<file path="src/rtl/fdiv_if.sv">
// Operand/result bundle for the fdiv divider: the issue side drives a/b,
// and the divider returns s with a one-cycle valid strobe.
interface fdiv_if;
  logic        valid_in;
  logic [31:0] a;
  logic [31:0] b;
  logic        valid_out;
  logic [31:0] s;
  logic        busy;

  modport master (output valid_in, a, b, input valid_out, s, busy);
  modport slave  (input valid_in, a, b, output valid_out, s, busy);
endinterface

</file>
<file path="src/rtl/fdiv.sv">
// fdiv: pipelined single-precision divider, s = a * finv(b), fixed 5-cycle latency.
// Also holds finv, the truncating 3-cycle reciprocal unit (no reset, no handshake).

module finv (
  input  logic        clk,
  input  logic [31:0] x,
  output logic [31:0] r
);
  logic [24:0]       quo;
  logic [22:0]       man_p0, man_p1;
  logic [7:0]        exp_p0;
  logic              inc_p0;
  logic              sign_p0, sign_p1;
  logic signed [9:0] exp_p1;

  // 2^47 / {1,m} lies in (2^23, 2^24]; only m=0 reaches 2^24 and needs the extra exponent step
  assign quo = 25'(48'h8000_0000_0000 / {24'd0, 1'b1, x[22:0]});

  always_ff @(posedge clk) begin
    man_p0  <= quo[24] ? quo[23:1] : quo[22:0];
    inc_p0  <= quo[24];
    exp_p0  <= x[30:23];
    sign_p0 <= x[31];
    // stage 1: reciprocal exponent
    man_p1  <= man_p0;
    sign_p1 <= sign_p0;
    exp_p1  <= 10'sd253 - $signed({2'b00, exp_p0}) + $signed({9'd0, inc_p0});
    // stage 2: pack, underflow flushes to zero
    r       <= (exp_p1 <= 10'sd0) ? {sign_p1, 31'd0} : {sign_p1, exp_p1[7:0], man_p1};
  end
endmodule

module fdiv #(
  parameter logic [31:0] QNAN = 32'h7FC0_0000,
  parameter int          LAT  = 5
) (
  input logic   clk,
  input logic   rst_n,
  fdiv_if.slave io
);
  typedef enum logic [1:0] {SP_NONE, SP_QNAN, SP_INF, SP_ZERO} spc_e;

  logic [31:0]       r;
  logic              r_sign_unused;
  logic              vld_p0, vld_p1, vld_p2, vld_p3;
  logic [30:0]       a_p0, a_p1, a_p2;
  logic              sign_p0, sign_p1, sign_p2, sign_p3;
  spc_e              spc_in, spc_p0, spc_p1, spc_p2, spc_p3;
  logic [24:0]       prod_p3;
  logic signed [9:0] esum_p3;
  logic              a_zero, b_zero, a_inf, b_inf;

  // prod holds P[47:23]; the exponent is rebased on P's leading bit, then saturated
  function automatic logic [31:0] pack_result(input logic [24:0] prod,
                                              input logic signed [9:0] esum,
                                              input logic sign, input spc_e spc);
    logic [22:0]       man;
    logic signed [9:0] e;
    if (prod[24]) begin
      man = prod[23:1];
      e   = esum - 10'sd126;
    end else begin
      man = prod[22:0];
      e   = esum - 10'sd127;
    end
    case (spc)
      SP_QNAN: return QNAN;
      SP_INF:  return {sign, 8'hFF, 23'd0};
      SP_ZERO: return {sign, 31'd0};
      default: ;
    endcase
    if (e <= 10'sd0)   return {sign, 31'd0};
    if (e >= 10'sd255) return {sign, 8'hFF, 23'd0};
    return {sign, e[7:0], man};
  endfunction

  assign a_zero = (io.a[30:23] == 8'd0);
  assign b_zero = (io.b[30:23] == 8'd0);
  assign a_inf  = (io.a[30:23] == 8'hFF);
  assign b_inf  = (io.b[30:23] == 8'hFF);

  always_comb begin
    spc_in = SP_NONE;
    if ((a_zero && b_zero) || (a_inf && b_inf)) spc_in = SP_QNAN;
    else if (b_zero)                            spc_in = SP_INF;
    else if (a_inf)                             spc_in = SP_INF;
    else if (a_zero)                            spc_in = SP_ZERO;
    else if (b_inf)                             spc_in = SP_ZERO;
  end

  finv u_finv (
    .clk (clk),
    .x   (io.b),
    .r   (r)
  );

  // the reciprocal's sign is not trusted; the quotient sign comes from the raw inputs
  assign r_sign_unused = r[31];

  always_ff @(posedge clk or negedge rst_n) begin
    if (!rst_n) begin
      vld_p0       <= 1'b0;
      vld_p1       <= 1'b0;
      vld_p2       <= 1'b0;
      vld_p3       <= 1'b0;
      io.valid_out <= 1'b0;
      io.s         <= 32'd0;
    end else begin
      vld_p0       <= io.valid_in;
      vld_p1       <= vld_p0;
      vld_p2       <= vld_p1;
      vld_p3       <= vld_p2;
      io.valid_out <= vld_p3;
      if (vld_p3) io.s <= pack_result(prod_p3, esum_p3, sign_p3, spc_p3);
    end
  end

  always_ff @(posedge clk) begin
    a_p0    <= io.a[30:0];
    sign_p0 <= io.a[31] ^ io.b[31];
    spc_p0  <= spc_in;
    // stages 1-2: side band rides alongside finv
    a_p1    <= a_p0;
    sign_p1 <= sign_p0;
    spc_p1  <= spc_p0;
    a_p2    <= a_p1;
    sign_p2 <= sign_p1;
    spc_p2  <= spc_p1;
    // stage 3 (M1): mantissa product with hidden bits, exponent sum
    prod_p3 <= 25'((48'({1'b1, a_p2[22:0]}) * 48'({1'b1, r[22:0]})) >> 23);
    esum_p3 <= $signed({2'b00, a_p2[30:23]}) + $signed({2'b00, r[30:23]});
    sign_p3 <= sign_p2;
    spc_p3  <= spc_p2;
  end

  assign io.busy = vld_p0 | vld_p1 | vld_p2 | vld_p3 | io.valid_out;

  valid_from_input: assert property (@(posedge clk) disable iff (!rst_n)
    io.valid_out |-> $past(io.valid_in, LAT));
endmodule

</file>
<file path="src/flat_wrapper.sv">
// flat-port wrapper written by rule: the top's interface ports become plain ports
module fdiv_flat 
#(
  parameter logic [31:0] QNAN = 32'h7FC0_0000,
  parameter int          LAT  = 5
)
  (clk, rst_n, io_valid_in, io_a, io_b, io_valid_out, io_s, io_busy);
  fdiv_if io_i ();
  input logic clk;
  input logic rst_n;
  input wire logic [$bits(io_i.valid_in)-1:0] io_valid_in;
  input wire logic [$bits(io_i.a)-1:0] io_a;
  input wire logic [$bits(io_i.b)-1:0] io_b;
  output wire logic [$bits(io_i.valid_out)-1:0] io_valid_out;
  output wire logic [$bits(io_i.s)-1:0] io_s;
  output wire logic [$bits(io_i.busy)-1:0] io_busy;
  assign io_i.valid_in = io_valid_in;
  assign io_i.a = io_a;
  assign io_i.b = io_b;
  assign io_valid_out = io_i.valid_out;
  assign io_s = io_i.s;
  assign io_busy = io_i.busy;
  fdiv #(.QNAN(QNAN), .LAT(LAT)) u_core (.clk(clk), .rst_n(rst_n), .io(io_i));
endmodule
</file>
<file path="config.mk">
export PLATFORM = sky130hd
export DESIGN_NAME = fdiv_flat
export DESIGN_NICKNAME = d
export VERILOG_FILES = /design/src/rtl/fdiv_if.sv /design/src/rtl/fdiv.sv /design/src/flat_wrapper.sv
export SDC_FILE = /design/constraint.sdc
export NUM_CORES = 2
export LEC_CHECK = 0
export ABC_AREA = 0
export BUFFER_PORTS_ARGS = -buffer_cell sky130_fd_sc_hd__buf_2
export CAP_MARGIN = 25
export CORE_MARGIN = 10
export CORE_UTILIZATION = 65
export CTS_CLUSTER_DIAMETER = 40
export DETAILED_ROUTE_END_ITERATION = 8
export PLACE_DENSITY = 0.84
export SKIP_LAST_GASP = 1
export SYNTH_ARGS = -nofsm -noshare
export SYNTH_HDL_FRONTEND = slang
export SYNTH_SLANG_ARGS = --single-unit
</file>
<file path="constraint.sdc">
create_clock -name clk -period 13.08 [get_ports clk]
set_input_delay 0.654 -clock clk [delete_from_list [all_inputs] [get_ports clk]]
set_output_delay 0.654 -clock clk [all_outputs]
set_load 0.02 [all_outputs]
</file>
==> metrics.txt, run 1 <==
# TYPE chip_impl_metric gauge
chip_impl_metric{name="grt_start_max_net_pins",unit=""} 51
chip_impl_metric{name="synth_cells",unit=""} 9184
chip_impl_info{name="cts-root-buf",value="clkbuf_16"} 1
chip_impl_info{name="haltStage",value="global routing"} 1
chip_impl_metric{name="synth_async_sr_flop_share",unit="%"} 13.60
chip_impl_metric{name="via_count_of_the_first_global_routing_pass",unit=""} 144700
chip_impl_metric{name="post_synth_design_cell_area",unit="um2"} 69090
chip_impl_metric{name="cts_hold_buffers_added",unit=""} 0
chip_impl_metric{name="synth-seq-cells",unit=""} 272
chip_impl_metric{name="number_of_enable_type_register_cells_in_the_synthesized_netlist",unit=""} 0
chip_impl_metric{name="initial_util",unit="%"} 65.54
chip_impl_metric{name="grt-ovfl-total",unit=""} 21570
chip_impl_metric{name="synth.avg_cell_area",unit="um2"} 7.523
chip_impl_metric{name="count_of_cell_types_in_the_netlist",unit=""} 150
chip_impl_metric{name="number_of_buffers_on_the_longest_clock_path",unit=""} 3
chip_impl_info{name="synth_flop_cell",value="dfxtp_1"} 1
chip_impl_metric{name="cts-buffers-inserted",unit=""} 36
chip_impl_info{name="status",value="stopped before the end"} 1
chip_impl_metric{name="rows",unit=""} 119
chip_impl_info{name="first_error",value="[ERROR GRT-0116] Global routing finished with congestion. Check the congestion regions in the DRC Viewer."} 1
chip_impl_metric{name="first_pass_grt_wire_length",unit="um"} 1064000
chip_impl_metric{name="grtUsageTotal",unit="%"} 117.7
chip_impl_metric{name="clkSinkCount",unit=""} 272
chip_impl_metric{name="synth_sequential_area_ratio",unit="%"} 8.149
chip_impl_metric{name="post-dp-hpwl",unit="um"} 272400
chip_impl_metric{name="number_of_i_o_pins",unit=""} 101
chip_impl_metric{name="die-height",unit="um"} 346.0
chip_impl_metric{name="finalWeightedCongestion",unit=""} 1.076
chip_impl_metric{name="post_placement_cell_area",unit="um2"} 93320
chip_impl_metric{name="yosysWarningCount",unit=""} 0
chip_impl_metric{name="placement.io_buffers",unit=""} 100
chip_impl_metric{name="h-tree-depth",unit=""} 2
chip_impl_metric{name="floorplan.die.width",unit="um"} 346.0
-- per-stage QoR --
step | setup TNS [ns] | instances | setup slack [ns]
after floorplan | -843.78 | 9192 | -83.94
after global placement | -730.52 | 13330 | -75.29
after detailed placement | -825.01 | 13330 | -83.57
after CTS | -762.92 | 14050 | -79.56
-- cells in the mapped netlist (71+ instances only) --
library cell  instances  share of area (%)
nor4_1               71               0.64
xnor2_1             419                5.3
nand2_1             791                4.3
a31oi_1              80               0.72
inv_1               817                4.4
nor3_1              197                1.4
dfxtp_1             235                6.8
nand3_1             243                1.8
a21oi_1             809                5.9
ha_1                710                 13
fa_1                482                 14
nor2b_1              71               0.64
nor2_1              783                4.3
a21o_1              373                4.1
o21a_1              109                1.2
o21ai_0             455                3.3
clkbuf_1            216                1.2
nand2b_1            197                1.8
xor2_1              148                1.9
nand4_1             145                1.3
and2_1              318                2.9
-- per-layer routing --
| metal | global-route usage [%] | GRT overflow |
|---|---|---|
| met5 | 83.04 | 93 |
| met4 | 118.8 | 2871 |
| met3 | 93.35 | 715 |
| met2 | 167.0 | 17220 |
| met1 | 94.89 | 678 |
-- kinds of logic after synthesis --
group / Yosys count / share of synthesized area [%]
other: 1 / 0.005428
AO/OA/AOI/OAI: 2625 / 25.16
buffers and inverters: 1158 / 6.644
flip-flops: 272 / 8.149
AND/OR/NAND/NOR: 3226 / 23.76
multiplexers: 138 / 2.142
XOR/XNOR: 572 / 7.315
adder cells (fa/ha/maj): 1192 / 26.82
-- timing repair --
item | 4_1_cts
endpoints found under the setup margin | 26
cloned | 6
buffers inserted | 655
pin swaps | 318
resized for setup | 472
==> run 2: changes to the inputs <==
- CORE_UTILIZATION: 65 -> 40
- CTS_CLUSTER_DIAMETER: 40 -> not set
- PLACE_DENSITY: 0.84 -> not set
- PLACE_DENSITY_LB_ADDON: not set -> 0.15
==> run 2 against run 1 <==
The flow now finishes, with violations (negative setup slack). Synthesized cell count unchanged. Synthesized area stayed put.
==> metrics.txt, run 2 <==
# TYPE chip_impl_metric gauge
chip_impl_info{name="status",value="complete, but fails checks"} 1
chip_impl_info{name="violated_checks",value="negative setup slack"} 1
chip_impl_metric{name="sum_of_routed_wire_length_over_all_layers",unit="um"} 285900
chip_impl_metric{name="cap_viol_max_count",unit=""} 0
chip_impl_metric{name="maxSlewHeadroom",unit="%"} 29.94
chip_impl_metric{name="layout-drive-gt1-share",unit="%"} 36.28
chip_impl_metric{name="post_synth_design_cell_area",unit="um2"} 69090
chip_impl_info{name="largest_register",value="u_core.io.s"} 1
chip_impl_metric{name="count_of_cell_types_in_the_netlist",unit=""} 150
chip_impl_metric{name="use_met3",unit="%"} 2.082
chip_impl_info{name="crit-reg2reg-capture",value="u_core.prod_p3[24]$_DFF_P_"} 1
chip_impl_metric{name="grt_start_max_net_pins",unit=""} 47
chip_impl_info{name="synth.cells.most_frequent",value="817 x inv_1, 809 x a21oi_1, 791 x nand2_1"} 1
chip_impl_metric{name="r2r_setup_slack",unit="ns"} 0.92
chip_impl_metric{name="cts.clk_slew.worst_paths",unit="ns"} 0.07
chip_impl_info{name="most_frequent_cells_in_the_layout",value="3,722 x buf_4, 801 x inv_1, 770 x nand2_1, 749 x nor2_1, 698 x a21oi_1"} 1
chip_impl_metric{name="setup_ws",unit="ns"} -78.56
chip_impl_metric{name="detailedRoute.firstIterationViolations",unit=""} 5796
chip_impl_info{name="timing.critical_path.from_type",value="primary input"} 1
chip_impl_metric{name="synth.top_cell.area_share",unit="%"} 13.97
chip_impl_metric{name="avg_vias_per_cell",unit=""} 5.475
chip_impl_metric{name="number_of_i_o_pins",unit=""} 101
chip_impl_metric{name="timing.final.crit_share",unit="%"} 700.6
chip_impl_info{name="timing.critical_path.slowest_stage_cell",value="o21ai_0"} 1
chip_impl_info{name="yosysMostFrequentCell",value="inv_1"} 1
chip_impl_metric{name="cp.required",unit="ns"} 13.66
chip_impl_metric{name="route.vias.total",unit=""} 82840
chip_impl_metric{name="via_count_of_the_first_global_routing_pass",unit=""} 82720
chip_impl_info{name="hold_path_class",value="primary input to asynchronous set/reset pin"} 1
chip_impl_metric{name="h-tree-depth",unit=""} 1
chip_impl_metric{name="cts_hold_buffers_added",unit=""} 0
chip_impl_metric{name="max_stage_delay",unit="ns"} 0.56
chip_impl_metric{name="slew_violations",unit=""} 0
chip_impl_metric{name="rows",unit=""} 152
chip_impl_metric{name="grt-ovfl-total",unit=""} 0
chip_impl_metric{name="finalWeightedCongestion",unit=""} 0.9580
chip_impl_metric{name="post-dp-hpwl",unit="um"} 224700
chip_impl_metric{name="max_freq",unit="GHz"} 0.01091
chip_impl_metric{name="drtAntennaViolNets",unit=""} 0
chip_impl_metric{name="worstRegToRegCells",unit=""} 56
chip_impl_metric{name="clock_latency_of_the_later_clocked_register_in_the_worst_skew_pair",unit="ns"} 0.66
chip_impl_info{name="synth_flop_cell",value="dfxtp_1"} 1
chip_impl_metric{name="synth-seq-cells",unit=""} 272
chip_impl_metric{name="floorplan.die.width",unit="um"} 435.6
chip_impl_metric{name="number_of_antenna_violations_at_the_first_check_in_global_routing",unit=""} 6
chip_impl_metric{name="die-height",unit="um"} 435.6
chip_impl_metric{name="drt_pre_antenna_iters",unit=""} 7
chip_impl_info{name="post-synth-top-area-cell",value="fa_1"} 1
chip_impl_metric{name="initial_util",unit="%"} 40.23
chip_impl_metric{name="met1_usage",unit="%"} 37.42
chip_impl_metric{name="multi_input_area",unit="um2"} 61450
chip_impl_info{name="timing.setup.critical_path_class",value="primary input to flip-flop"} 1
chip_impl_metric{name="grtUsageTotal",unit="%"} 28.44
chip_impl_info{name="worst_flop_to_flop_path_startpoint",value="u_core.u_finv.r[0]$_SDFF_PP0_"} 1
chip_impl_metric{name="cp_max_fo",unit=""} 16
chip_impl_metric{name="register_area",unit="um2"} 5630
chip_impl_metric{name="hold_violations",unit=""} 0
chip_impl_info{name="cts-root-buf",value="clkbuf_16"} 1
chip_impl_metric{name="die_area",unit="um2"} 189700
chip_impl_metric{name="timing.final.crit_period",unit="ns"} 91.64
chip_impl_metric{name="worst_clk_skew",unit="ns"} 0.09006
chip_impl_metric{name="finish.utilization",unit="%"} 60.43
chip_impl_metric{name="globalRouteMet2Util",unit="%"} 49.00
chip_impl_metric{name="timing_worst_slew_pin_value",unit="ns"} 1.049
chip_impl_metric{name="placement.io_buffers",unit=""} 100
chip_impl_metric{name="cp.arrival",unit="ns"} 92.22
chip_impl_info{name="synth.top_cells.by_area",value="fa_1 14%, ha_1 13%, dfxtp_1 6.8%, a21oi_1 5.9%, xnor2_1 5.3%"} 1
chip_impl_metric{name="synth.avg_cell_area",unit="um2"} 7.523
chip_impl_info{name="crit_top_cell",value="buf_4"} 1
chip_impl_metric{name="largest_register_ffs",unit=""} 32
chip_impl_metric{name="drt_drc_violations_left",unit=""} 0
chip_impl_metric{name="clkSinkCount",unit=""} 272
chip_impl_metric{name="finalSetupViolCount",unit=""} 19
chip_impl_metric{name="cts-buffers-inserted",unit=""} 30
chip_impl_metric{name="first_pass_grt_wire_length",unit="um"} 446300
chip_impl_metric{name="synth_cells",unit=""} 9184
chip_impl_metric{name="filler_cell_count",unit=""} 15470
chip_impl_metric{name="number_of_buffers_on_the_longest_clock_path",unit=""} 3
chip_impl_metric{name="yosysWarningCount",unit=""} 0
chip_impl_info{name="busiest_layer",value="met2"} 1
chip_impl_info{name="end_kind",value="flip-flop"} 1
chip_impl_info{name="rsz_0062_raised_after_global_routing",value="yes"} 1
chip_impl_info{name="clock_tree_from_tritoncts",value="done"} 1
chip_impl_info{name="mostFrequentLayoutCell",value="buf_4"} 1
chip_impl_metric{name="routed_wire_length_per_instance",unit="um"} 18.90
chip_impl_metric{name="fp.coreArea",unit="um2"} 171700
chip_impl_metric{name="synth_async_sr_flop_share",unit="%"} 13.60
chip_impl_metric{name="number_of_nets_at_the_end_of_the_flow",unit=""} 14050
chip_impl_metric{name="synth_sequential_area_ratio",unit="%"} 8.149
chip_impl_metric{name="layout-area-overhead-vs-synth",unit="%"} 50.20
chip_impl_metric{name="number_of_enable_type_register_cells_in_the_synthesized_netlist",unit=""} 0
==> run 2: cell counts after synthesis <==
No cell type changed its count.
==> run 2: worst max-delay path by stage <==
stage               startpoint                         endpoint  slack [ns]  depth (start not counted)
CTS                    io_b[8]  u_core.u_finv.man_p0[0]$_DFF_P_      -75.91                        596
global route          io_b[11]  u_core.u_finv.man_p0[0]$_DFF_P_      -83.15                        589
floorplan              io_b[0]  u_core.u_finv.man_p0[0]$_DFF_P_      -83.94                        645
detailed placement     io_b[8]  u_core.u_finv.man_p0[0]$_DFF_P_      -78.93                        579
global placement       io_b[7]  u_core.u_finv.man_p0[0]$_DFF_P_      -77.24                        584
finish                io_b[11]  u_core.u_finv.man_p0[0]$_DFF_P_      -78.56                        620
==> run 2: area by class of cell <==
cell class                 instances  share of cell area (%)
multi-input combinational       7763                   59.21
timing repair buffer            3906                   28.55
sequential                       272                   5.426
inverter                         821                   2.984
tap                             2310                   2.785
clock buffer                      31                  0.7476
clock inverter                    25                  0.2882
antenna                            2                0.004823
==> run 2: logic make-up (layout without fill, tap and decap cells) <==
kind of cell / after synthesis / after routing / share of synthesized area (%)
AND/OR/NAND/NOR: 3226 / 3227 / 23.76
flip-flops: 272 / 272 / 8.149
XOR/XNOR: 572 / 572 / 7.315
other: 1 / 11 / 0.005428
adder cells (fa/ha/maj): 1192 / 1192 / 26.82
AO/OA/AOI/OAI: 2625 / 2625 / 25.16
buffers and inverters: 1158 / 4783 / 6.644
multiplexers: 138 / 138 / 2.142
==> run 2: worst max-delay path: cells and delay by family <==
kind,cells,cell delay (ns)
AOI/OAI and AO/OA,264,41.33
buffers and inverters,217,26.41
and+or+nand+nor,110,15.82
adders and majority gates,21,6.05
muxes,5,1.25
xor gates and xnor gates,3,0.47
==> run 2: what timing repair did <==
item                                    CTS  global route
gates resized for setup                 145           319
endpoints found under the setup margin   19            20
pin swaps                               208           296
cloned                                    5             2
setup buffers                           470           171
==> run 2: metrics by stage <==
stage / hold slack (ns) / instance area [um2] / instances / worst slack [ns] / setup TNS [ns]
global route: 0.08125 / 103800 / 15130 / -83.15 / -813.98
CTS: 0.05853 / 101100 / 14970 / -75.91 / -733.76
finish: 0.08436 / 103800 / 15130 / -78.56 / -764.91
detailed placement: 0.3121 / 95790 / 14430 / -78.93 / -778.25
floorplan: 0.3096 / 70950 / 9192 / -83.94 / -843.78
global placement: 0.3098 / 95790 / 14430 / -77.24 / -756.87
==> run 2: per-layer routing <==
metal | vias to the layer above | part of all wire, %
met5 | - | 0
met2 | 2603 | 47
met3 | 668 | 5.1
met4 | 0 | 4.1
li1 | 39810 | -
met1 | 39760 | 44
Power of run 2 is left out: the tool's default activity adds up to more than one toggle a clock period on the data nets, which glitch-free logic cannot reach.
